[src/rtl/conv_pkg.sv]
// Shared helpers for the convolution datapath: width arithmetic and the
// round-half-up / saturate step applied to accumulator results.
package conv_pkg;

    localparam int SAT_IN_W  = 64;
    localparam int SAT_OUT_W = 32;

    typedef struct packed {
        logic signed [SAT_OUT_W-1:0] value;
        logic                        sat;
    } sat_res_t;

    function automatic int clog2(input int n);
        int r;
        r = 0;
        for (int v = 1; v < n; v = v * 2) r++;
        return r;
    endfunction

    function automatic int acc_width(input int din_w, input int kern_w, input int ksize, input int nch);
        return din_w + kern_w + clog2(ksize) + clog2(nch) + 1;
    endfunction

    // Callers sign-extend into SAT_IN_W and keep the low out_w bits of value.
    function automatic sat_res_t sat_round(input logic signed [SAT_IN_W-1:0] acc,
                                           input int shift, input int out_w);
        logic signed [SAT_IN_W:0] one, t, hi, lo;
        sat_res_t res;
        one    = '0;
        one[0] = 1'b1;
        t      = {acc[SAT_IN_W-1], acc};
        if (shift > 0) t = t + (one <<< (shift - 1));
        t  = t >>> shift;
        hi = (one <<< (out_w - 1)) - one;
        lo = -hi - one;
        res.sat   = (t > hi) || (t < lo);
        res.value = (t > hi) ? hi[SAT_OUT_W-1:0] :
                    (t < lo) ? lo[SAT_OUT_W-1:0] : t[SAT_OUT_W-1:0];
        return res;
    endfunction

endpackage

[src/rtl/conv_adder_tree.sv]
// Registered pairwise reduction of N signed values with a global enable, a
// flushable valid pipe and a sideband tag travelling alongside the valid.
module conv_adder_tree
    import conv_pkg::*;
#(
    parameter  int IN_W  = 24,
    parameter  int N     = 9,
    parameter  int TAG_W = 1,
    localparam int S     = clog2(N),
    localparam int OUT_W = IN_W + S
) (
    input  logic                    clk,
    input  logic                    reset_n,
    input  logic                    en,
    input  logic                    clr,
    input  logic                    in_vld,
    input  logic [TAG_W-1:0]        in_tag,
    input  logic [N-1:0][IN_W-1:0]  din,
    output logic                    out_vld,
    output logic [TAG_W-1:0]        out_tag,
    output logic signed [OUT_W-1:0] sum
);

    genvar k, i;
    generate
        for (k = 0; k <= S; k++) begin : g_lvl
            localparam int CNT  = (N + (1 << k) - 1) >> k;
            // Node count of the level below, written so k=0 needs no negative shift.
            localparam int PCNT = ((N << 1) + (1 << k) - 2) >> k;
            logic             vld;
            logic [TAG_W-1:0] tag;

            if (k == 0) begin : g_src
                assign vld = in_vld;
                assign tag = in_tag;
            end else begin : g_pipe
                always_ff @(posedge clk or negedge reset_n) begin
                    if (!reset_n) begin
                        vld <= 1'b0;
                        tag <= '0;
                    end else if (clr) begin
                        vld <= 1'b0;
                    end else if (en) begin
                        vld <= g_lvl[k-1].vld;
                        tag <= g_lvl[k-1].tag;
                    end
                end
            end

            for (i = 0; i < CNT; i++) begin : g_node
                logic signed [OUT_W-1:0] q;
                if (k == 0) begin : g_in
                    assign q = OUT_W'($signed(din[i]));
                end else if (2 * i + 1 < PCNT) begin : g_add
                    always_ff @(posedge clk or negedge reset_n) begin
                        if (!reset_n)  q <= '0;
                        else if (en)   q <= g_lvl[k-1].g_node[2*i].q + g_lvl[k-1].g_node[2*i+1].q;
                    end
                end else begin : g_pass
                    // Odd leftover element rides through registered to keep alignment.
                    always_ff @(posedge clk or negedge reset_n) begin
                        if (!reset_n)  q <= '0;
                        else if (en)   q <= g_lvl[k-1].g_node[2*i].q;
                    end
                end
            end
        end
    endgenerate

    assign out_vld = g_lvl[S].vld;
    assign out_tag = g_lvl[S].tag;
    assign sum     = g_lvl[S].g_node[0].q;

endmodule

[src/rtl/conv_kernel_mc.sv]
// Multi-channel dot-product convolver: per-beat products, adder tree,
// bias-seeded accumulation over NUM_CH beats, then round/saturate.
// Handshake: a beat moves on din_vld && din_rdy, a result on dout_vld && dout_rdy;
// din_rdy drops whenever an unaccepted result stalls the pipe or clear is high.
module conv_kernel_mc
    import conv_pkg::*;
#(
    parameter int KERN_WIDTH = 16,
    parameter int DIN_WIDTH  = 8,
    parameter int DOUT_WIDTH = 8,
    parameter int KERN_SIZE  = 9,
    parameter int NUM_CH     = 4,
    parameter int OUT_SHIFT  = 15
) (
    input  logic                                clk,
    input  logic                                reset_n,
    input  logic                                clear,
    input  logic [KERN_SIZE-1:0][KERN_WIDTH-1:0] kernel,
    input  logic signed [KERN_WIDTH-1:0]        bias,
    input  logic                                din_vld,
    output logic                                din_rdy,
    input  logic [KERN_SIZE-1:0][DIN_WIDTH-1:0] din,
    output logic                                dout_vld,
    input  logic                                dout_rdy,
    output logic signed [DOUT_WIDTH-1:0]        dout,
    output logic                                dout_sat
);

    localparam int PROD_W = DIN_WIDTH + KERN_WIDTH;
    localparam int S      = clog2(KERN_SIZE);
    localparam int TREE_W = PROD_W + S;
    localparam int ACC_W  = acc_width(DIN_WIDTH, KERN_WIDTH, KERN_SIZE, NUM_CH);
    localparam int CH_W   = (NUM_CH > 1) ? clog2(NUM_CH) : 1;
    localparam logic [CH_W-1:0] LAST_CH = CH_W'(NUM_CH - 1);

    logic                              stall, en, accept;
    logic [CH_W-1:0]                   ch_cnt;
    logic                              p_vld;
    logic [CH_W-1:0]                   p_ch;
    logic [KERN_SIZE-1:0][PROD_W-1:0]  prod_q;
    logic                              t_vld;
    logic [CH_W-1:0]                   t_ch;
    logic signed [TREE_W-1:0]          t_sum;
    logic signed [ACC_W-1:0]           acc;
    logic                              a_vld;
    sat_res_t                          rnd;
    logic                              unused_rnd;

    assign stall   = dout_vld && !dout_rdy;
    assign en      = !stall;
    assign din_rdy = !stall && !clear;
    assign accept  = din_vld && din_rdy;

    always_ff @(posedge clk or negedge reset_n) begin
        if (!reset_n)      ch_cnt <= '0;
        else if (clear)    ch_cnt <= '0;
        else if (accept)   ch_cnt <= (ch_cnt == LAST_CH) ? '0 : ch_cnt + CH_W'(1);
    end

    always_ff @(posedge clk or negedge reset_n) begin
        if (!reset_n) begin
            p_vld  <= 1'b0;
            p_ch   <= '0;
            prod_q <= '0;
        end else if (clear) begin
            p_vld <= 1'b0;
        end else if (en) begin
            p_vld <= accept;
            p_ch  <= ch_cnt;
            for (int i = 0; i < KERN_SIZE; i++)
                prod_q[i] <= PROD_W'($signed(din[i])) * PROD_W'($signed(kernel[i]));
        end
    end

    conv_adder_tree #(
        .IN_W  (PROD_W),
        .N     (KERN_SIZE),
        .TAG_W (CH_W)
    ) u_tree (
        .clk     (clk),
        .reset_n (reset_n),
        .en      (en),
        .clr     (clear),
        .in_vld  (p_vld),
        .in_tag  (p_ch),
        .din     (prod_q),
        .out_vld (t_vld),
        .out_tag (t_ch),
        .sum     (t_sum)
    );

    // Channel 0 reseeds the sum with the bias, dropping any previous group.
    always_ff @(posedge clk or negedge reset_n) begin
        if (!reset_n) begin
            acc   <= '0;
            a_vld <= 1'b0;
        end else if (clear) begin
            acc   <= '0;
            a_vld <= 1'b0;
        end else if (en) begin
            a_vld <= t_vld && (t_ch == LAST_CH);
            if (t_vld) acc <= ((t_ch == '0) ? ACC_W'(bias) : acc) + ACC_W'(t_sum);
        end
    end

    assign rnd        = sat_round(SAT_IN_W'(acc), OUT_SHIFT, DOUT_WIDTH);
    assign unused_rnd = ^rnd.value;

    always_ff @(posedge clk or negedge reset_n) begin
        if (!reset_n) begin
            dout_vld <= 1'b0;
            dout     <= '0;
            dout_sat <= 1'b0;
        end else if (clear) begin
            dout_vld <= 1'b0;
        end else if (en) begin
            dout_vld <= a_vld;
            if (a_vld) begin
                dout     <= rnd.value[DOUT_WIDTH-1:0];
                dout_sat <= rnd.sat;
            end
        end
    end

endmodule

[config.mk]
export PLATFORM = sky130hd
export DESIGN_NAME = conv_kernel_mc
export DESIGN_NICKNAME = d
export VERILOG_FILES = /design/src/rtl/conv_pkg.sv /design/src/rtl/conv_adder_tree.sv /design/src/rtl/conv_kernel_mc.sv
export SDC_FILE = /design/constraint.sdc
export NUM_CORES = 2
export LEC_CHECK = 0
export ABC_AREA = 1
export ABC_CLOCK_PERIOD_IN_PS = 4800
export CORE_ASPECT_RATIO = 0.8
export CORE_MARGIN = 3
export CORE_UTILIZATION = 30
export DETAILED_ROUTE_END_ITERATION = 7
export RECOVER_POWER = 25
export SYNTH_ARGS = -nofsm -noshare
export SYNTH_HDL_FRONTEND = slang
export SYNTH_SLANG_ARGS = --single-unit
export TNS_END_PERCENT = 1
[constraint.sdc]
create_clock -name clk -period 4.8 [get_ports clk]
set_clock_uncertainty 0.05 [all_clocks]
set_input_delay 0.72 -clock clk [delete_from_list [all_inputs] [get_ports clk]]
set_output_delay 0.72 -clock clk [all_outputs]
set_load 0.05 [all_outputs]
==> out/qor.yml <==
grt_overflow: 0
synth-async-reset-ratio_pct: 100.0
cts_buffers: 58
r2r_slack_ps: 1240
peakVddDrop_uv: 342.2
tns_ps: 0
leakagePower_nw: 52.91
start_util_pct: 30.27
rr_startpoint: "u_tree.out_tag[1]"
drtIter0Drc: 5112
drive_gt1_share_pct: 11.30
slew_violations: 217
synth.avg_cell_area_um2: 7.153
dieArea_um2: 268300
htree_levels: 2
cts.sinks: 559
final_antenna_net_count: 0
fin_crit_sh_pct: 97.25
power_density_nw_per_um2: 693.4
wirelength_um: 238800
required_ps: 5330
finalCriticalPeriod_ps: 4668
grt_max_degree: 196
io_pins: 248
viasPerCell: 4.540
min_path_type: "reg2reg"
end_kind: "register"
ys_seq_elements: 559
die-height_um: 463.9
synth_cell_types: 49
cts_root_buf: "clkbuf_16"
core-area_um2: 259700
netlist_instances: 10991
wl_per_cell_um: 15.49
path_clk_slew_ps: 70
yosysMostFrequentCell: "nand2_1"
port_buffers: 247
tightest_slew_ps: 2445
ys_seq_area_share_pct: 17.79
path_max_fanout: 6
cts_buffer_depth: 3
synth_area_um2: 78620
worst-setup-path-type: "in2reg"
rsz0062_at_grt: "true"
first_pass_iters: 6
reg2regPathDepth: 16
area_growth_pct: 19.98
track_usage_pct: 17.81
synth_top_cell_area_share_pct: 23.83
worstPathArrival_ps: 5200
synth.area.top_cells: "fa_1 (24%), dfrtp_1 (18%), nand2_1 (14%), inv_1 (12%), ha_1 (10%)"
yosysWarnings: 0
status: "finished with violations"
holdPathEnd: "u_tree.g_lvl[3].tag[1]"
ys.flop_type: "dfrtp_1"
r2r_end: "acc[24]"
hold_start: "u_tree.g_lvl[3].tag[1]"
synth.top_cells.by_count: "nand2_1 (2896), inv_1 (2540), fa_1 (936)"
dp_hpwl_um: 204100
ctsHoldBuffers: 0
clkLatencyLatePin_ps: 680
antenna_found_initial: 4
num-nets-final: 13715
cap_violations: 3
die_x_um: 578.4
num_vias: 70014
tritoncts: "built"
max_freq_mhz: 214.2
fillers: 27627
place.gp.congestion: 0.9259
whs_path_depth: 2
drc: 0
grt_pass1_wl_um: 382700
total_power_mw: 65.41
row_count: 167
synth_edf_count: 0
holdWs_ps: 422.4
synth_nets: 12801
grt_pass1_vias: 68753
finalHoldViolations: 0
start_kind: "input pin"
finalSetupViolations: 0
slew_headroom_pct: -63.01
synth_top_area_cell: "fa_1"
violations: "capacitance limit, slew limit"
## stage by stage
step / setup WS [ps] / std cells / instance area (um^2) / util [%]
finish: 131.8 / 15420 / 94330 / 36.32
global route: -66.03 / 15417 / 94320 / 36.32
CTS: 32.73 / 15416 / 93910 / 36.16
detailed placement: -760.9 / 15309 / 91840 / 35.36
global placement: -783.9 / 15309 / 91840 / 35.36
floorplan: -44.81 / 10991 / 78670 / -
## cells in the final DEF, fill, tap and decap left out, types with 44 or more instances in the layout
cell type	synthesis	routed
or2_2	131	131
ha_1	637	626
clkbuf_16	0	58
inv_1	2540	2539
o21bai_1	59	59
a21o_1	44	44
o21ai_0	489	474
a31oi_1	110	109
xnor2_1	93	93
nor3_1	90	80
a21oi_1	483	459
nand3_1	435	434
xor2_1	69	69
dfrtp_1	559	559
nand2_1	2896	2891
nor2_1	713	700
buf_4	1	971
fa_1	936	935
nand4_1	116	116
clkdlybuf4s50_1	0	242
## worst max-delay path by stage
stage,start,endpoint
2_1_floorplan,din[5],prod_q[16]
3_3_place_gp,din[55],prod_q[160]
3_5_place_dp,din[55],prod_q[160]
4_1_cts,din[2],prod_q[23]
5_1_grt,din[55],prod_q[165]
6_report,din[55],prod_q[162]
## routing by layer
layer | global-route usage, % | wire length (um) | vias up | share of wire (%)
met4 | 3.144 | 4917 | 4 | 2.1
li1 | - | - | 35153 | -
met3 | 1.795 | 11600 | 194 | 4.9
met1 | 26.72 | 118600 | 33221 | 50
met2 | 27.78 | 103600 | 1442 | 43
met5 | 0 | 27 | - | 0.011
## area by class of cell
| type | count | area [um^2] | share of cell area [%] |
|---|---|---|---|
| antenna | 4 | 10.01 | 0.01061 |
| inverter | 2542 | 9554 | 10.13 |
| tap | 3464 | 4334 | 4.595 |
| sequential | 559 | 13990 | 14.83 |
| clock inverter | 34 | 440.4 | 0.4669 |
| multi-input combinational | 7484 | 53940 | 57.18 |
| timing repair buffer | 1260 | 10440 | 11.07 |
| clock buffer | 73 | 1628 | 1.726 |
## logic make-up after synthesis
family	Yosys count	share of synthesized area, %
and+or+nand+nor	4452	23.17
adders and majority gates	1573	33.97
xor gates and xnor gates	162	1.805
DFF	559	17.79
AOI/OAI and AO/OA	1297	9.085
buffers and inverters	2948	14.18
## registers in the layout, summed over array words and instances, names as in the netlist, 2 cells and up
name and count:
u_tree.g_lvl.g_node.q 256, prod_q 216, acc 31, u_tree.sum 28, dout 8, u_tree.g_lvl.tag 6, u_tree.g_lvl.vld 3, ch_cnt 2
p_ch 2, u_tree.out_tag 2
## report_power, final
| part | internal (mW) | switching (mW) |
|---|---|---|
| sequential | 7.02 | 2.60 |
| combinational | 21.5 | 29.3 |
| clock | 2.77 | 2.22 |
## worst max-delay path, cell delays in order
cell and delay (ps):
clkdlybuf4s50_1 490, inv_1 120, buf_4 190, buf_4 160, nor2_1 120, fa_1 440
fa_1 470, fa_1 500, inv_1 50, fa_1 480, inv_1 40, ha_1 320
a21o_1 220, o21bai_1 210, a21oi_1 140, o21ai_0 110, or2_2 280, nand3_1 70
nand2_1 50
## repair_timing
action                     CTS  global route
setup endpoints to repair    2           102
gates resized for setup      1           126
buffers inserted             0             0
cloned                       0             0
No activity file was read; power rests on OpenSTA's default activity.
